### src/rtl/mips_multicycle_ctrl_pkg.sv
// Shared encodings for the multicycle MIPS controller: opcodes, ALU codes,
// datapath select encodings, FSM states and opcode classification helpers.
package mips_ctrl_pkg;

    localparam int ALUCW = 6;
    localparam int SRCBW = 3;

    localparam logic [5:0] OP_RTYPE = 6'b000000;
    localparam logic [5:0] OP_J     = 6'b000010;
    localparam logic [5:0] OP_BEQ   = 6'b000100;
    localparam logic [5:0] OP_BNE   = 6'b000101;
    localparam logic [5:0] OP_ADDI  = 6'b001000;
    localparam logic [5:0] OP_ADDIU = 6'b001001;
    localparam logic [5:0] OP_SLTI  = 6'b001010;
    localparam logic [5:0] OP_SLTIU = 6'b001011;
    localparam logic [5:0] OP_ANDI  = 6'b001100;
    localparam logic [5:0] OP_ORI   = 6'b001101;
    localparam logic [5:0] OP_XORI  = 6'b001110;
    localparam logic [5:0] OP_LUI   = 6'b001111;
    localparam logic [5:0] OP_LB    = 6'b100000;
    localparam logic [5:0] OP_LH    = 6'b100001;
    localparam logic [5:0] OP_LW    = 6'b100011;
    localparam logic [5:0] OP_LBU   = 6'b100100;
    localparam logic [5:0] OP_LHU   = 6'b100101;
    localparam logic [5:0] OP_LWU   = 6'b100111;
    localparam logic [5:0] OP_SB    = 6'b101000;
    localparam logic [5:0] OP_SH    = 6'b101001;
    localparam logic [5:0] OP_SW    = 6'b101011;

    localparam logic [ALUCW-1:0] ALU_ADD  = 6'b100000;
    localparam logic [ALUCW-1:0] ALU_ADDU = 6'b100001;
    localparam logic [ALUCW-1:0] ALU_SUB  = 6'b100010;
    localparam logic [ALUCW-1:0] ALU_AND  = 6'b100100;
    localparam logic [ALUCW-1:0] ALU_OR   = 6'b100101;
    localparam logic [ALUCW-1:0] ALU_XOR  = 6'b100110;
    localparam logic [ALUCW-1:0] ALU_SLT  = 6'b101010;
    localparam logic [ALUCW-1:0] ALU_SLTU = 6'b101011;

    localparam logic [SRCBW-1:0] SRCB_B    = 3'b000;
    localparam logic [SRCBW-1:0] SRCB_4    = 3'b001;
    localparam logic [SRCBW-1:0] SRCB_SIMM = 3'b010;
    localparam logic [SRCBW-1:0] SRCB_ZIMM = 3'b011;
    localparam logic [SRCBW-1:0] SRCB_LUI  = 3'b100;
    localparam logic [SRCBW-1:0] SRCB_BR   = 3'b101;

    localparam logic [1:0] PCSRC_ALU    = 2'b00;
    localparam logic [1:0] PCSRC_ALUOUT = 2'b01;
    localparam logic [1:0] PCSRC_JUMP   = 2'b10;

    typedef enum logic [3:0] {
        S_FETCH, S_DECODE, S_MEMADR, S_MEMRD, S_MEMWB, S_MEMWR,
        S_RTYPE, S_IMMEX, S_ALUWB, S_BRANCH, S_JUMP, S_TRAP
    } state_t;

    typedef enum logic [2:0] {
        CLS_IDLE, CLS_FETCH, CLS_DECODE, CLS_ADDR, CLS_RTYPE, CLS_IMMEX, CLS_BRANCH
    } alu_class_t;

    function automatic logic is_load(input logic [5:0] op);
        return (op == OP_LW) || (op == OP_LB) || (op == OP_LBU) ||
               (op == OP_LH) || (op == OP_LHU) || (op == OP_LWU);
    endfunction

    function automatic logic is_store(input logic [5:0] op);
        return (op == OP_SW) || (op == OP_SB) || (op == OP_SH);
    endfunction

    function automatic logic is_imm(input logic [5:0] op);
        return (op == OP_ADDI) || (op == OP_ADDIU) || (op == OP_ANDI) || (op == OP_ORI) ||
               (op == OP_XORI) || (op == OP_SLTI) || (op == OP_SLTIU) || (op == OP_LUI);
    endfunction

endpackage

### src/rtl/mips_multicycle_ctrl_if.sv
// Controller <-> datapath/memory signal bundle. master = controller side.
interface mips_multicycle_ctrl_if;
    import mips_ctrl_pkg::*;

    logic             en;
    logic [5:0]       Op;
    logic [5:0]       Funct;
    logic             Zero;
    logic             mem_ack;
    logic             mem_req;
    logic             MemWrite;
    logic             IorD;
    logic             IRWrite;
    logic             PCEn;
    logic [1:0]       PCSrc;
    logic             ALUSrcA;
    logic [SRCBW-1:0] ALUSrcB;
    logic [ALUCW-1:0] ALUControl;
    logic             RegDst;
    logic             MemtoReg;
    logic             RegWrite;
    logic             trap;

    modport master (
        input  en, Op, Funct, Zero, mem_ack,
        output mem_req, MemWrite, IorD, IRWrite, PCEn, PCSrc, ALUSrcA, ALUSrcB,
               ALUControl, RegDst, MemtoReg, RegWrite, trap
    );

    modport slave (
        output en, Op, Funct, Zero, mem_ack,
        input  mem_req, MemWrite, IorD, IRWrite, PCEn, PCSrc, ALUSrcA, ALUSrcB,
               ALUControl, RegDst, MemtoReg, RegWrite, trap
    );
endinterface

### src/rtl/mips_alu_sel.sv
// Combinational ALU operation / ALUSrcB selection from the current state class
// and the instruction fields; also flags R-type funct codes the ALU supports.
module mips_alu_sel
    import mips_ctrl_pkg::*;
(
    input  alu_class_t       cls_i,
    input  logic [5:0]       op_i,
    input  logic [5:0]       funct_i,
    output logic [ALUCW-1:0] alu_ctrl_o,
    output logic [SRCBW-1:0] srcb_o,
    output logic             funct_legal_o
);

    always_comb begin
        funct_legal_o = 1'b0;
        case (funct_i)
            ALU_ADD, ALU_ADDU, ALU_SUB, ALU_AND,
            ALU_OR, ALU_XOR, ALU_SLT, ALU_SLTU: funct_legal_o = 1'b1;
            default:                            funct_legal_o = 1'b0;
        endcase
    end

    always_comb begin
        alu_ctrl_o = ALU_ADD;
        srcb_o     = SRCB_B;
        case (cls_i)
            CLS_FETCH:  srcb_o = SRCB_4;
            CLS_DECODE: srcb_o = SRCB_BR;
            CLS_ADDR:   srcb_o = SRCB_SIMM;
            CLS_RTYPE:  alu_ctrl_o = funct_legal_o ? funct_i : ALU_ADD;
            CLS_BRANCH: alu_ctrl_o = ALU_SUB;
            CLS_IMMEX: begin
                // Logical immediates are zero-extended; LUI is OR with $0 and imm<<16.
                case (op_i)
                    OP_ADDI:  begin alu_ctrl_o = ALU_ADD;  srcb_o = SRCB_SIMM; end
                    OP_ADDIU: begin alu_ctrl_o = ALU_ADDU; srcb_o = SRCB_SIMM; end
                    OP_ANDI:  begin alu_ctrl_o = ALU_AND;  srcb_o = SRCB_ZIMM; end
                    OP_ORI:   begin alu_ctrl_o = ALU_OR;   srcb_o = SRCB_ZIMM; end
                    OP_XORI:  begin alu_ctrl_o = ALU_XOR;  srcb_o = SRCB_ZIMM; end
                    OP_SLTI:  begin alu_ctrl_o = ALU_SLT;  srcb_o = SRCB_SIMM; end
                    OP_SLTIU: begin alu_ctrl_o = ALU_SLTU; srcb_o = SRCB_SIMM; end
                    OP_LUI:   begin alu_ctrl_o = ALU_OR;   srcb_o = SRCB_LUI;  end
                    default:  ;
                endcase
            end
            default: ;
        endcase
    end

endmodule

### src/rtl/mips_multicycle_ctrl.sv
// Multicycle MIPS control FSM: sequences fetch/decode/execute/memory/writeback
// over the shared datapath and handshakes with single-port memory.
module mips_multicycle_ctrl
    import mips_ctrl_pkg::*;
(
    input  logic                   clk,
    input  logic                   reset,
    mips_multicycle_ctrl_if.master bus
);

    state_t state_q;
    logic   req_q;
    logic   rtype_q;
    logic   trap_q;

    logic             funct_legal;
    alu_class_t       alu_cls;
    logic [ALUCW-1:0] alu_ctrl;
    logic [SRCBW-1:0] alu_srcb;

    logic       fetch_want;
    logic       fetch_req;
    logic       mem_req;
    logic       mem_write;
    logic       iord;
    logic       ir_write;
    logic       pc_en;
    logic [1:0] pc_src;
    logic       src_a;
    logic       reg_dst;
    logic       mem_to_reg;
    logic       reg_write;

    // Once a fetch request is up it stays up until acked, whatever en does.
    assign fetch_want = (state_q == S_FETCH) && (bus.en || req_q);
    // Reset kills the fetch request combinationally so it drops mid-cycle.
    assign fetch_req  = fetch_want && !reset;

    always_ff @(posedge clk or posedge reset) begin
        if (reset) begin
            state_q <= S_FETCH;
            req_q   <= 1'b0;
            rtype_q <= 1'b0;
            trap_q  <= 1'b0;
        end else begin
            case (state_q)
                S_FETCH: begin
                    if (fetch_want) begin
                        if (bus.mem_ack) begin
                            state_q <= S_DECODE;
                            req_q   <= 1'b0;
                        end else begin
                            req_q   <= 1'b1;
                        end
                    end
                end
                S_DECODE: begin
                    rtype_q <= (bus.Op == OP_RTYPE);
                    if (is_load(bus.Op) || is_store(bus.Op)) begin
                        state_q <= S_MEMADR;
                    end else if (bus.Op == OP_RTYPE) begin
                        state_q <= S_RTYPE;
                    end else if ((bus.Op == OP_BEQ) || (bus.Op == OP_BNE)) begin
                        state_q <= S_BRANCH;
                    end else if (bus.Op == OP_J) begin
                        state_q <= S_JUMP;
                    end else if (is_imm(bus.Op)) begin
                        state_q <= S_IMMEX;
                    end else begin
                        state_q <= S_TRAP;
                        trap_q  <= 1'b1;
                    end
                end
                S_MEMADR: state_q <= is_load(bus.Op) ? S_MEMRD : S_MEMWR;
                S_MEMRD:  if (bus.mem_ack) state_q <= S_MEMWB;
                S_MEMWB:  state_q <= S_FETCH;
                S_MEMWR:  if (bus.mem_ack) state_q <= S_FETCH;
                S_RTYPE: begin
                    if (funct_legal) begin
                        state_q <= S_ALUWB;
                    end else begin
                        state_q <= S_TRAP;
                        trap_q  <= 1'b1;
                    end
                end
                S_IMMEX:  state_q <= S_ALUWB;
                S_ALUWB:  state_q <= S_FETCH;
                S_BRANCH: state_q <= S_FETCH;
                S_JUMP:   state_q <= S_FETCH;
                S_TRAP:   state_q <= S_TRAP;
                default:  state_q <= S_FETCH;
            endcase
        end
    end

    always_comb begin
        mem_req    = 1'b0;
        mem_write  = 1'b0;
        iord       = 1'b0;
        ir_write   = 1'b0;
        pc_en      = 1'b0;
        pc_src     = PCSRC_ALU;
        src_a      = 1'b0;
        reg_dst    = 1'b0;
        mem_to_reg = 1'b0;
        reg_write  = 1'b0;
        alu_cls    = CLS_IDLE;
        case (state_q)
            S_FETCH: begin
                if (fetch_req) begin
                    mem_req  = 1'b1;
                    alu_cls  = CLS_FETCH;
                    ir_write = bus.mem_ack;
                    pc_en    = bus.mem_ack;
                end
            end
            S_DECODE: alu_cls = CLS_DECODE;
            S_MEMADR: begin src_a = 1'b1; alu_cls = CLS_ADDR; end
            S_MEMRD:  begin mem_req = 1'b1; iord = 1'b1; end
            S_MEMWB:  begin reg_write = 1'b1; mem_to_reg = 1'b1; end
            S_MEMWR:  begin mem_req = 1'b1; mem_write = 1'b1; iord = 1'b1; end
            S_RTYPE:  begin src_a = 1'b1; alu_cls = CLS_RTYPE; end
            S_IMMEX:  begin src_a = 1'b1; alu_cls = CLS_IMMEX; end
            S_ALUWB:  begin reg_write = 1'b1; reg_dst = rtype_q; end
            S_BRANCH: begin
                src_a   = 1'b1;
                alu_cls = CLS_BRANCH;
                pc_src  = PCSRC_ALUOUT;
                pc_en   = (bus.Op == OP_BEQ) ? bus.Zero : !bus.Zero;
            end
            S_JUMP:   begin pc_src = PCSRC_JUMP; pc_en = 1'b1; end
            default:  ;
        endcase
    end

    mips_alu_sel u_alu_sel (
        .cls_i         (alu_cls),
        .op_i          (bus.Op),
        .funct_i       (bus.Funct),
        .alu_ctrl_o    (alu_ctrl),
        .srcb_o        (alu_srcb),
        .funct_legal_o (funct_legal)
    );

    assign bus.mem_req    = mem_req;
    assign bus.MemWrite   = mem_write;
    assign bus.IorD       = iord;
    assign bus.IRWrite    = ir_write;
    assign bus.PCEn       = pc_en;
    assign bus.PCSrc      = pc_src;
    assign bus.ALUSrcA    = src_a;
    assign bus.ALUSrcB    = alu_srcb;
    assign bus.ALUControl = alu_ctrl;
    assign bus.RegDst     = reg_dst;
    assign bus.MemtoReg   = mem_to_reg;
    assign bus.RegWrite   = reg_write;
    assign bus.trap       = trap_q;

endmodule

### src/flat_wrapper.sv
// flat-port wrapper written by rule: the top's interface ports become plain ports
module mips_multicycle_ctrl_flat import mips_ctrl_pkg::*;
  (clk, reset, bus_en, bus_Op, bus_Funct, bus_Zero, bus_mem_ack, bus_mem_req, bus_MemWrite, bus_IorD, bus_IRWrite, bus_PCEn, bus_PCSrc, bus_ALUSrcA, bus_ALUSrcB, bus_ALUControl, bus_RegDst, bus_MemtoReg, bus_RegWrite, bus_trap);
  mips_multicycle_ctrl_if bus_i ();
  input  logic clk;
  input  logic reset;
  input wire logic [$bits(bus_i.en)-1:0] bus_en;
  input wire logic [$bits(bus_i.Op)-1:0] bus_Op;
  input wire logic [$bits(bus_i.Funct)-1:0] bus_Funct;
  input wire logic [$bits(bus_i.Zero)-1:0] bus_Zero;
  input wire logic [$bits(bus_i.mem_ack)-1:0] bus_mem_ack;
  output wire logic [$bits(bus_i.mem_req)-1:0] bus_mem_req;
  output wire logic [$bits(bus_i.MemWrite)-1:0] bus_MemWrite;
  output wire logic [$bits(bus_i.IorD)-1:0] bus_IorD;
  output wire logic [$bits(bus_i.IRWrite)-1:0] bus_IRWrite;
  output wire logic [$bits(bus_i.PCEn)-1:0] bus_PCEn;
  output wire logic [$bits(bus_i.PCSrc)-1:0] bus_PCSrc;
  output wire logic [$bits(bus_i.ALUSrcA)-1:0] bus_ALUSrcA;
  output wire logic [$bits(bus_i.ALUSrcB)-1:0] bus_ALUSrcB;
  output wire logic [$bits(bus_i.ALUControl)-1:0] bus_ALUControl;
  output wire logic [$bits(bus_i.RegDst)-1:0] bus_RegDst;
  output wire logic [$bits(bus_i.MemtoReg)-1:0] bus_MemtoReg;
  output wire logic [$bits(bus_i.RegWrite)-1:0] bus_RegWrite;
  output wire logic [$bits(bus_i.trap)-1:0] bus_trap;
  assign bus_i.en = bus_en;
  assign bus_i.Op = bus_Op;
  assign bus_i.Funct = bus_Funct;
  assign bus_i.Zero = bus_Zero;
  assign bus_i.mem_ack = bus_mem_ack;
  assign bus_mem_req = bus_i.mem_req;
  assign bus_MemWrite = bus_i.MemWrite;
  assign bus_IorD = bus_i.IorD;
  assign bus_IRWrite = bus_i.IRWrite;
  assign bus_PCEn = bus_i.PCEn;
  assign bus_PCSrc = bus_i.PCSrc;
  assign bus_ALUSrcA = bus_i.ALUSrcA;
  assign bus_ALUSrcB = bus_i.ALUSrcB;
  assign bus_ALUControl = bus_i.ALUControl;
  assign bus_RegDst = bus_i.RegDst;
  assign bus_MemtoReg = bus_i.MemtoReg;
  assign bus_RegWrite = bus_i.RegWrite;
  assign bus_trap = bus_i.trap;
  mips_multicycle_ctrl u_core (.clk(clk), .reset(reset), .bus(bus_i));
endmodule
### config.mk
export PLATFORM = sky130hd
export DESIGN_NAME = mips_multicycle_ctrl_flat
export DESIGN_NICKNAME = d
export VERILOG_FILES = /design/src/rtl/mips_multicycle_ctrl_pkg.sv /design/src/rtl/mips_multicycle_ctrl_if.sv /design/src/rtl/mips_alu_sel.sv /design/src/rtl/mips_multicycle_ctrl.sv /design/src/flat_wrapper.sv
export SDC_FILE = /design/constraint.sdc
export NUM_CORES = 1
export LEC_CHECK = 0
export ABC_AREA = 1
export ABC_CLOCK_PERIOD_IN_PS = 1390
export CORE_AREA = 2 2 51 53
export CTS_CLUSTER_DIAMETER = 50
export DETAILED_ROUTE_END_ITERATION = 6
export DIE_AREA = 0 0 53 55
export MAX_ROUTING_LAYER = met4
export PLACE_DENSITY = 0.74
export SLEW_MARGIN = 10
export SYNTH_ARGS = -nofsm -noshare
export SYNTH_HDL_FRONTEND = slang
export SYNTH_SLANG_ARGS = --single-unit
### constraint.sdc
create_clock -name clk -period 1.39 [get_ports clk]
set_clock_uncertainty 0.2 [all_clocks]
set_input_delay 0.278 -clock clk [delete_from_list [all_inputs] [get_ports clk]]
set_output_delay 0.278 -clock clk [all_outputs]
set_load 0.05 [all_outputs]
==> results of run 1 <==
[kinds of logic after synthesis]
kind of cell / count (synthesis)
compound gates: 15
buf+inv: 35
flops: 7
other cells: 2
simple gates: 101
[through the flow]
step | hold slack, ps | setup WS [ps] | instance area [um^2] | utilization [%]
after CTS | 74.13 | -645.6 | 2167 | 91.64
after detailed placement | 301.3 | -786.3 | 1857 | 78.52
after global placement | 270.9 | -693.4 | 1857 | 78.52
after floorplan | -118.6 | -462.8 | 983.4 | -
[timing repair]
action,4_1_cts
gates cloned,0
pin swaps,21
gates resized for setup,65
setup buffers,14
endpoints found under the setup margin,24
==> impl_metrics.env, run 1 <==
export IMPL_status="stopped before the end"
export IMPL_outcome_stop_stage="5_1_grt"
export IMPL_error="[ERROR DPL-0038] Utilization greater than 100%, impossible to legalize"
export IMPL_fp_row_count=18
export IMPL_synth_fa_ha_area_share_pct=0
export IMPL_ys_flop_type="dfrtp_1"
export IMPL_synth_mux_area_share_pct=0
export IMPL_grt_worst_endpoint="bus_ALUControl[2]"
export IMPL_yosysMostFrequentCell="nand2_1"
export IMPL_synthXorXnorAreaFrac_pct=0
export IMPL_synth_compound_area_share_pct=9.957
export IMPL_ys_ff_latch=7
export IMPL_ios=38
export IMPL_synth_edf_count=0
export IMPL_place_congestion=0.8863
export IMPL_ctsHtreeMaxLevel=1
export IMPL_dp_cells=266
export IMPL_synthArstFlopShare_pct=100.0
export IMPL_yosysUniqueCellTypes=22
export IMPL_cts_root_buf="clkbuf_4"
export IMPL_cts_buffers=3
export IMPL_seq_area_frac_synth_pct=20.20
export IMPL_synth_top_cell_area_share_pct=20.20
export IMPL_worst_ep_kind="output port"
export IMPL_dp_hpwl_um=2971
export IMPL_io_buffers=35
export IMPL_clock_path_buffers=2
export IMPL_postSynthNetCount=177
export IMPL_fp_dieW_um=53
export IMPL_yosys_warnings=0
export IMPL_netlist_top_cells_area="dfrtp_1 20%, nand2_1 18%, nand3_1 13%"
export IMPL_yosysTopAreaCell="dfrtp_1"
export IMPL_yosys_area_share_simple_pct=52.96
export IMPL_initial_utilization_pct=36.67
export IMPL_die_height_um=55
export IMPL_syn_avg_cell_area_um2=5.419
export IMPL_netlist_instances=160
export IMPL_clock_sinks=7
export IMPL_holdBufCountCts=0
export IMPL_syn_area_um2=867.1
export IMPL_synth_top_family_by_area="simple AND/OR/NAND/NOR gates"
export IMPL_grt_start_max_net_pins=8
export IMPL_synth_common_cells="41 x nand2_1, 24 x inv_1, 22 x nand3_1"
==> run 2: changes to the inputs <==
--- a/config.mk
+++ b/config.mk
@@ -6,13 +6,11 @@
 export NUM_CORES = 1
 export LEC_CHECK = 0
 export ABC_AREA = 1
-export ABC_CLOCK_PERIOD_IN_PS = 1390
-export CORE_AREA = 2 2 51 53
-export CTS_CLUSTER_DIAMETER = 50
+export ABC_CLOCK_PERIOD_IN_PS = 1810
+export CORE_AREA = 2 2 65 67
 export DETAILED_ROUTE_END_ITERATION = 6
-export DIE_AREA = 0 0 53 55
-export MAX_ROUTING_LAYER = met4
-export PLACE_DENSITY = 0.74
+export DIE_AREA = 0 0 67 69
+export PLACE_DENSITY_LB_ADDON = 0.15
 export SLEW_MARGIN = 10
 export SYNTH_ARGS = -nofsm -noshare
 export SYNTH_HDL_FRONTEND = slang
==> constraint.sdc (replaced) <==
create_clock -name clk -period 1.81 [get_ports clk]
set_clock_uncertainty 0.2 [all_clocks]
set_input_delay 0.362 -clock clk [delete_from_list [all_inputs] [get_ports clk]]
set_output_delay 0.362 -clock clk [all_outputs]
set_load 0.05 [all_outputs]
==> run 2 against run 1 <==
Net effect:
- the flow now finishes, with violations (setup timing)
- area after synthesis unchanged
- synthesized cell count unchanged
==> impl_metrics.env, run 2 <==
export IMPL_status="finished, violations left"
export IMPL_violations="setup timing"
export IMPL_clock_sinks=7
export IMPL_multiInputGateArea_um2=827.0
export IMPL_tritoncts="done"
export IMPL_dieArea_um2=4623
export IMPL_holdBufCountCts=0
export IMPL_crit_fanout=4
export IMPL_vias=1312
export IMPL_leakage_nw=1.078
export IMPL_cts_buffers=3
export IMPL_drc=0
export IMPL_netlist_top_cells_area="dfrtp_1 20%, nand2_1 18%, nand3_1 13%"
export IMPL_clock_path_buffers=2
export IMPL_seq_area_frac_synth_pct=20.20
export IMPL_drtIter0Drc=13
export IMPL_stdcell_count=300
export IMPL_arrival_ps=1520
export IMPL_finalInstanceArea_um2=2181
export IMPL_rsz0062_at_grt="yes"
export IMPL_synth_edf_count=0
export IMPL_fp_row_count=23
export IMPL_totalPowerFinal_mw=2.550
export IMPL_gr_total_overflow=0
export IMPL_top_register="u_core.state_q"
export IMPL_antennaDiodeCount=0
export IMPL_viasPerCell=4.373
export IMPL_worst_skew_pair_late_latency_ps=220
export IMPL_yosysMostFrequentCell="nand2_1"
export IMPL_yosysTopAreaCell="dfrtp_1"
export IMPL_grt_start_max_net_pins=8
export IMPL_fin_crit_ps=2082
export IMPL_largest_register_ffs=4
export IMPL_cap_violations=0
export IMPL_crit_path_max_incr_delay_ps=440
export IMPL_synthArstFlopShare_pct=100.0
export IMPL_critPathKind="flip-flop to output pin"
export IMPL_layout_common_cells="47 x buf_4, 28 x nand2_1, 19 x buf_12"
export IMPL_drive_gt1_share_pct=59.20
export IMPL_finalWirelength_um=3285
export IMPL_cts_root_buf="clkbuf_8"
export IMPL_area_delta_synth_final_pct=151.5
export IMPL_syn_avg_cell_area_um2=5.419
export IMPL_drt_wirelength_per_cell_um=10.95
export IMPL_ys_flop_type="dfrtp_1"
export IMPL_peakVddDrop_mv=0.5368
export IMPL_clkTransAtPathRegs_ps=40
export IMPL_netlist_instances=160
export IMPL_initial_utilization_pct=22.15
export IMPL_grt_usage_pct=15.28
export IMPL_coreArea_um2=3914
export IMPL_ant_nets=0
export IMPL_crit_slowest_cell="dfrtp_2"
export IMPL_dr_pass1_iters=4
export IMPL_cp_end_kind="output pin"
export IMPL_crit_chain="nor2_4 -> inv_4 -> nor2_4 -> nand2_2 -> inv_4 -> nand2_4 -> o21ai_4 -> buf_12"
export IMPL_ios=38
export IMPL_finalWorstSetupSlack_ps=-272.2
export IMPL_yosysUniqueCellTypes=22
export IMPL_placedInstanceArea_um2=1823
export IMPL_syn_area_um2=867.1
export IMPL_crit_required_ps=1250
export IMPL_startpoint_type="flip-flop"
export IMPL_setup_viol=18
export IMPL_postSynthNetCount=177
export IMPL_hold_violations=0
export IMPL_finalMaxSlewViolations=0
export IMPL_ctsHtreeMaxLevel=1
export IMPL_yosys_warnings=0
export IMPL_dp_hpwl_um=2614
export IMPL_grt_first_pass_wirelength_um=5747
export IMPL_powerDensity_nw_per_um2=1169
export IMPL_layout_cells_most_common="buf_4"
export IMPL_synth_top_cell_area_share_pct=20.20
export IMPL_grt_pass1_vias=1348
export IMPL_place_congestion=0.8700
export IMPL_antenna_found_initial=0
export IMPL_regArea_um2=178.9
export IMPL_fin_nets=268
export IMPL_max_freq_ghz=0.4803
export IMPL_io_buffers=35
export IMPL_ys_ff_latch=7
export IMPL_fin_crit_sh_pct=115.0
export IMPL_synth_common_cells="41 x nand2_1, 24 x inv_1, 22 x nand3_1"
export IMPL_dp_cells=282
export IMPL_die_height_um=69
export IMPL_fp_dieW_um=67
export IMPL_hold_path_class="flip-flop to flip-flop"
export IMPL_nFillCells=392
==> run 2: cell counts after synthesis <==
No cell type changed its count.
==> run 2: worst max-delay path, delay by kind of cell, from the launching register on <==
kind | cells | cell delay [ps]
AOI/OAI and AO/OA | 1 | 160
buffers and inverters | 3 | 290
DFF | 1 | 440
and+or+nand+nor | 4 | 400
==> run 2: through the flow <==
step           worst slack, ps  hold WS (ps)  util (%)  setup TNS (ps)
6_report                -272.2         288.3     55.72           -3148
5_1_grt                 -356.7         366.8     55.72           -4691
4_1_cts                 -274.5         295.0     53.04           -3514
3_5_place_dp            -524.8         286.1     46.58           -4925
3_3_place_gp            -506.6         283.5     46.58           -4927
2_1_floorplan           -201.5        -34.60         -          -928.9
==> run 2: final timing paths <==
kind	start	endpoint	slack, ps	cells past startpoint
max in group asynchronous	reset	u_core.state_q[1]	850	3
min in group asynchronous	reset	u_core.state_q[2]	340	3
max	u_core.state_q[3]	bus_ALUSrcB[2]	-270	8
max reg2reg	u_core.state_q[2]	u_core.state_q[2]	150	10
min	u_core.req_q	u_core.req_q	290	2
min reg2reg	u_core.req_q	u_core.req_q	290	2
==> run 2: where the power goes <==
group / total [mW] / switching [mW] / internal [mW]
Sequential: 0.276 / 0.0640 / 0.212
Combinational: 2.06 / 1.11 / 0.950
Clock: 0.216 / 0.0636 / 0.152
==> run 2: kinds of logic after synthesis <==
family	synth area share (%)
and+or+nand+nor	52.96
AOI/OAI and AO/OA	9.958
other	0.8661
buffers and inverters	16.02
DFF	20.20
==> run 2: metal layers <==
layer / GRT usage (%) / vias up / share of wire, %
met5: 0 / - / 0
li1: - / 679 / -
met1: 18.70 / 607 / 40
met3: 1.794 / 0 / 5.3
met2: 27.39 / 26 / 55
met4: 4.082 / 0 / 0
==> run 2: timing repair <==
| item | in CTS | in global routing |
|---|---|---|
| gates resized for setup | 47 | 38 |
| setup endpoints to repair | 20 | 22 |
| pin swaps | 21 | 13 |
| setup buffers | 12 | 3 |
==> run 2: final cells by class <==
| type | instances | share of cell area [%] |
|---|---|---|
| clock buffers | 4 | 2.065 |
| inverters | 33 | 6.139 |
| multi-input cells | 118 | 37.92 |
| flip-flops and latches | 7 | 8.204 |
| well taps | 50 | 2.869 |
| repair buffers | 88 | 42.80 |
No activity file was read; power rests on OpenSTA's default activity.
==> run 3: changes to the inputs <==
--- a/config.mk
+++ b/config.mk
@@ -7,9 +7,9 @@
 export LEC_CHECK = 0
 export ABC_AREA = 1
 export ABC_CLOCK_PERIOD_IN_PS = 1810
-export CORE_AREA = 2 2 65 67
+export CORE_AREA = 2 2 63 65
 export DETAILED_ROUTE_END_ITERATION = 6
-export DIE_AREA = 0 0 67 69
+export DIE_AREA = 0 0 65 67
 export PLACE_DENSITY_LB_ADDON = 0.15
 export SLEW_MARGIN = 10
 export SYNTH_ARGS = -nofsm -noshare
==> run 3 against run 2 <==
Net effect:
- critical endpoint is now bus_ALUControl[2]
- the flow still finishes with violations (setup timing)
- sequential power decreased by 4%
- maximum frequency decreased by 2.0%
- final area increased by 3.6%
==> impl_metrics.env, run 3 (synthesis results as in run 2) <==
export IMPL_ctsHtreeMaxLevel=1
export IMPL_arrival_ps=1560
export IMPL_io_buffers=35
export IMPL_viasPerCell=4.428
export IMPL_worst_skew_pair_late_latency_ps=220
export IMPL_grt_first_pass_wirelength_um=5333
export IMPL_grt_use_met2_pct=30.93
export IMPL_max_freq_ghz=0.4708
export IMPL_r2r_slack_ps=100
export IMPL_critPathKind="flip-flop to output pin"
export IMPL_p_comb_share_pct=82.4
export IMPL_finalWirelength_um=3271
export IMPL_fp_row_count=22
export IMPL_crit_required_ps=1250
export IMPL_clock_sinks=7
export IMPL_ios=38
export IMPL_grt_pass1_vias=1332
export IMPL_switching_share_pct=48.66
export IMPL_rr_endpoint="u_core.req_q"
export IMPL_top_register="u_core.state_q"
export IMPL_clock_path_buffers=2
export IMPL_cap_violations=0
export IMPL_gr_total_overflow=0
export IMPL_status="finished, violations left"
export IMPL_dp_hpwl_um=2454
export IMPL_powerDensity_nw_per_um2=1204
export IMPL_layout_cells_most_common="buf_4"
export IMPL_totalPowerFinal_mw=2.719
export IMPL_reg2reg_from="u_core.state_q[3]"
export IMPL_clkTransAtPathRegs_ps=40
export IMPL_die_height_um=67
export IMPL_seq_power_share_pct=9.8
export IMPL_whs_ps=238.4
export IMPL_grt_usage_pct=15.40
export IMPL_drt_wirelength_per_cell_um=11.01
export IMPL_coreArea_um2=3606
export IMPL_finalMaxSlewViolations=0
export IMPL_met3_usage_pct=1.689
export IMPL_clkPwrFrac_pct=7.9
export IMPL_area_delta_synth_final_pct=160.5
export IMPL_dp_cells=276
export IMPL_largest_register_ffs=4
export IMPL_ant_nets=0
export IMPL_cts_buffers=3
export IMPL_gr_max_usage_layer="met2"
export IMPL_grt_start_max_net_pins=8
export IMPL_peakVddDrop_mv=0.6057
export IMPL_drc=0
export IMPL_hold_path_class="primary input to async pin"
export IMPL_place_congestion=0.8613
export IMPL_layout_common_cells="40 x buf_4, 29 x nand2_1, 18 x buf_12"
export IMPL_tritoncts="done"
export IMPL_use_met1_pct=17.19
export IMPL_antenna_found_initial=0
export IMPL_setup_viol=18
export IMPL_drtIter0Drc=28
export IMPL_fin_crit_sh_pct=117.4
export IMPL_fin_crit_ps=2124
export IMPL_crit_fanout=5
export IMPL_antennaDiodeCount=0
export IMPL_dieArea_um2=4355
export IMPL_cp_end_kind="output pin"
export IMPL_initial_utilization_pct=24.05
export IMPL_rsz0062_at_grt="yes"
export IMPL_p_int_mw=1.396
export IMPL_finalWorstSetupSlack_ps=-314.2
export IMPL_cts_root_buf="clkbuf_8"
export IMPL_fp_dieW_um=65
export IMPL_stdcell_count=297
export IMPL_leakage_nw=1.118
export IMPL_dr_pass1_iters=4
export IMPL_nFillCells=304
export IMPL_violations="setup timing"
export IMPL_fin_nets=267
export IMPL_p_sw_mw=1.323
export IMPL_vias=1315
export IMPL_hold_violations=0
export IMPL_drive_gt1_share_pct=59.84
export IMPL_worst_r2r_path_depth=8
export IMPL_startpoint_type="flip-flop"
==> run 3: changes by cell type in the layout (fill, tap and decap cells not counted), moves of 2 or more <==
cell           delta
inv_4             +3
buf_6             +7
clkbuf_2          -3
dfrtp_1           +2
nor2_2            +2
inv_1             -4
dfrtp_2           -2
dlygate4sd2_1     +2
nand2_2           -3
nor2_4            -2
buf_4             -7
==> run 3: stage by stage <==
| step | setup TNS [ps] | instance area (um^2) | setup slack [ps] | util (%) |
|---|---|---|---|---|
| 3_3_place_gp | -4860 | 1790 | -517.1 | 49.65 |
| 3_5_place_dp | -5100 | 1790 | -545.2 | 49.65 |
| 6_report | -3099 | 2258 | -314.2 | 62.63 |
| 5_1_grt | -4238 | 2258 | -369.9 | 62.63 |
| 4_1_cts | -2906 | 2133 | -253.0 | 59.16 |
| 2_1_floorplan | -928.9 | 954.7 | -201.5 | - |
==> run 3: layout make-up <==
| type | instances | area (um^2) | share of cell area (%) |
|---|---|---|---|
| Tap cell | 48 | 60.06 | 2.659 |
| Timing Repair Buffer | 87 | 954.7 | 42.27 |
| Multi-Input combinational cell | 118 | 879.6 | 38.95 |
| Inverter | 33 | 141.4 | 6.260 |
| Clock inverter | 1 | 5.005 | 0.2216 |
| Sequential cell | 7 | 176.4 | 7.812 |
| Clock buffer | 3 | 41.29 | 1.828 |
==> run 3: worst max-delay path by stage <==
stage / from / endpoint / slack, ps / cells past startpoint
after floorplan: u_core.state_q[2] / bus_RegWrite / -200 / 3
after global placement: bus_Op[3] / bus_ALUControl[1] / -520 / 8
after detailed placement: bus_Op[3] / bus_ALUControl[1] / -550 / 8
after CTS: u_core.state_q[1] / bus_ALUControl[2] / -250 / 7
after global routing: u_core.state_q[2] / bus_ALUControl[2] / -370 / 7
final: u_core.state_q[2] / bus_ALUControl[2] / -310 / 7
==> run 3: repair_timing <==
action	in CTS	in global routing
buffers inserted	17	9
endpoints found under the setup margin	19	21
pin swaps	18	20
cloned	0	0
hold buffers	0	0
gates resized for setup	70	32
==> run 3: layer usage <==
| layer | up-vias | wire length (um) |
|---|---|---|
| li1 | 681 | - |
| met1 | 610 | 1299 |
| met2 | 24 | 1848 |
| met3 | 0 | 123 |
| met4 | 0 | 0 |
| met5 | - | 0 |
==> run 3: power groups by stage <==
stage / logic (mW) / registers [mW] / clock network [mW]
after CTS: 2.11 / 0.260 / 0.222
after detailed placement: 1.76 / 0.250 / 0
final: 2.24 / 0.266 / 0.214
after global placement: 1.75 / 0.249 / 0
after global routing: 2.37 / 0.272 / 0.229
after floorplan: 0.935 / 0.253 / 0
==> run 3: worst max-delay path, stage by stage (launching register included) <==
cell	delay, ps
dfrtp_1	400
inv_2	80
nor2_4	130
inv_4	60
nor2_4	180
inv_2	70
o31ai_4	250
buf_12	170
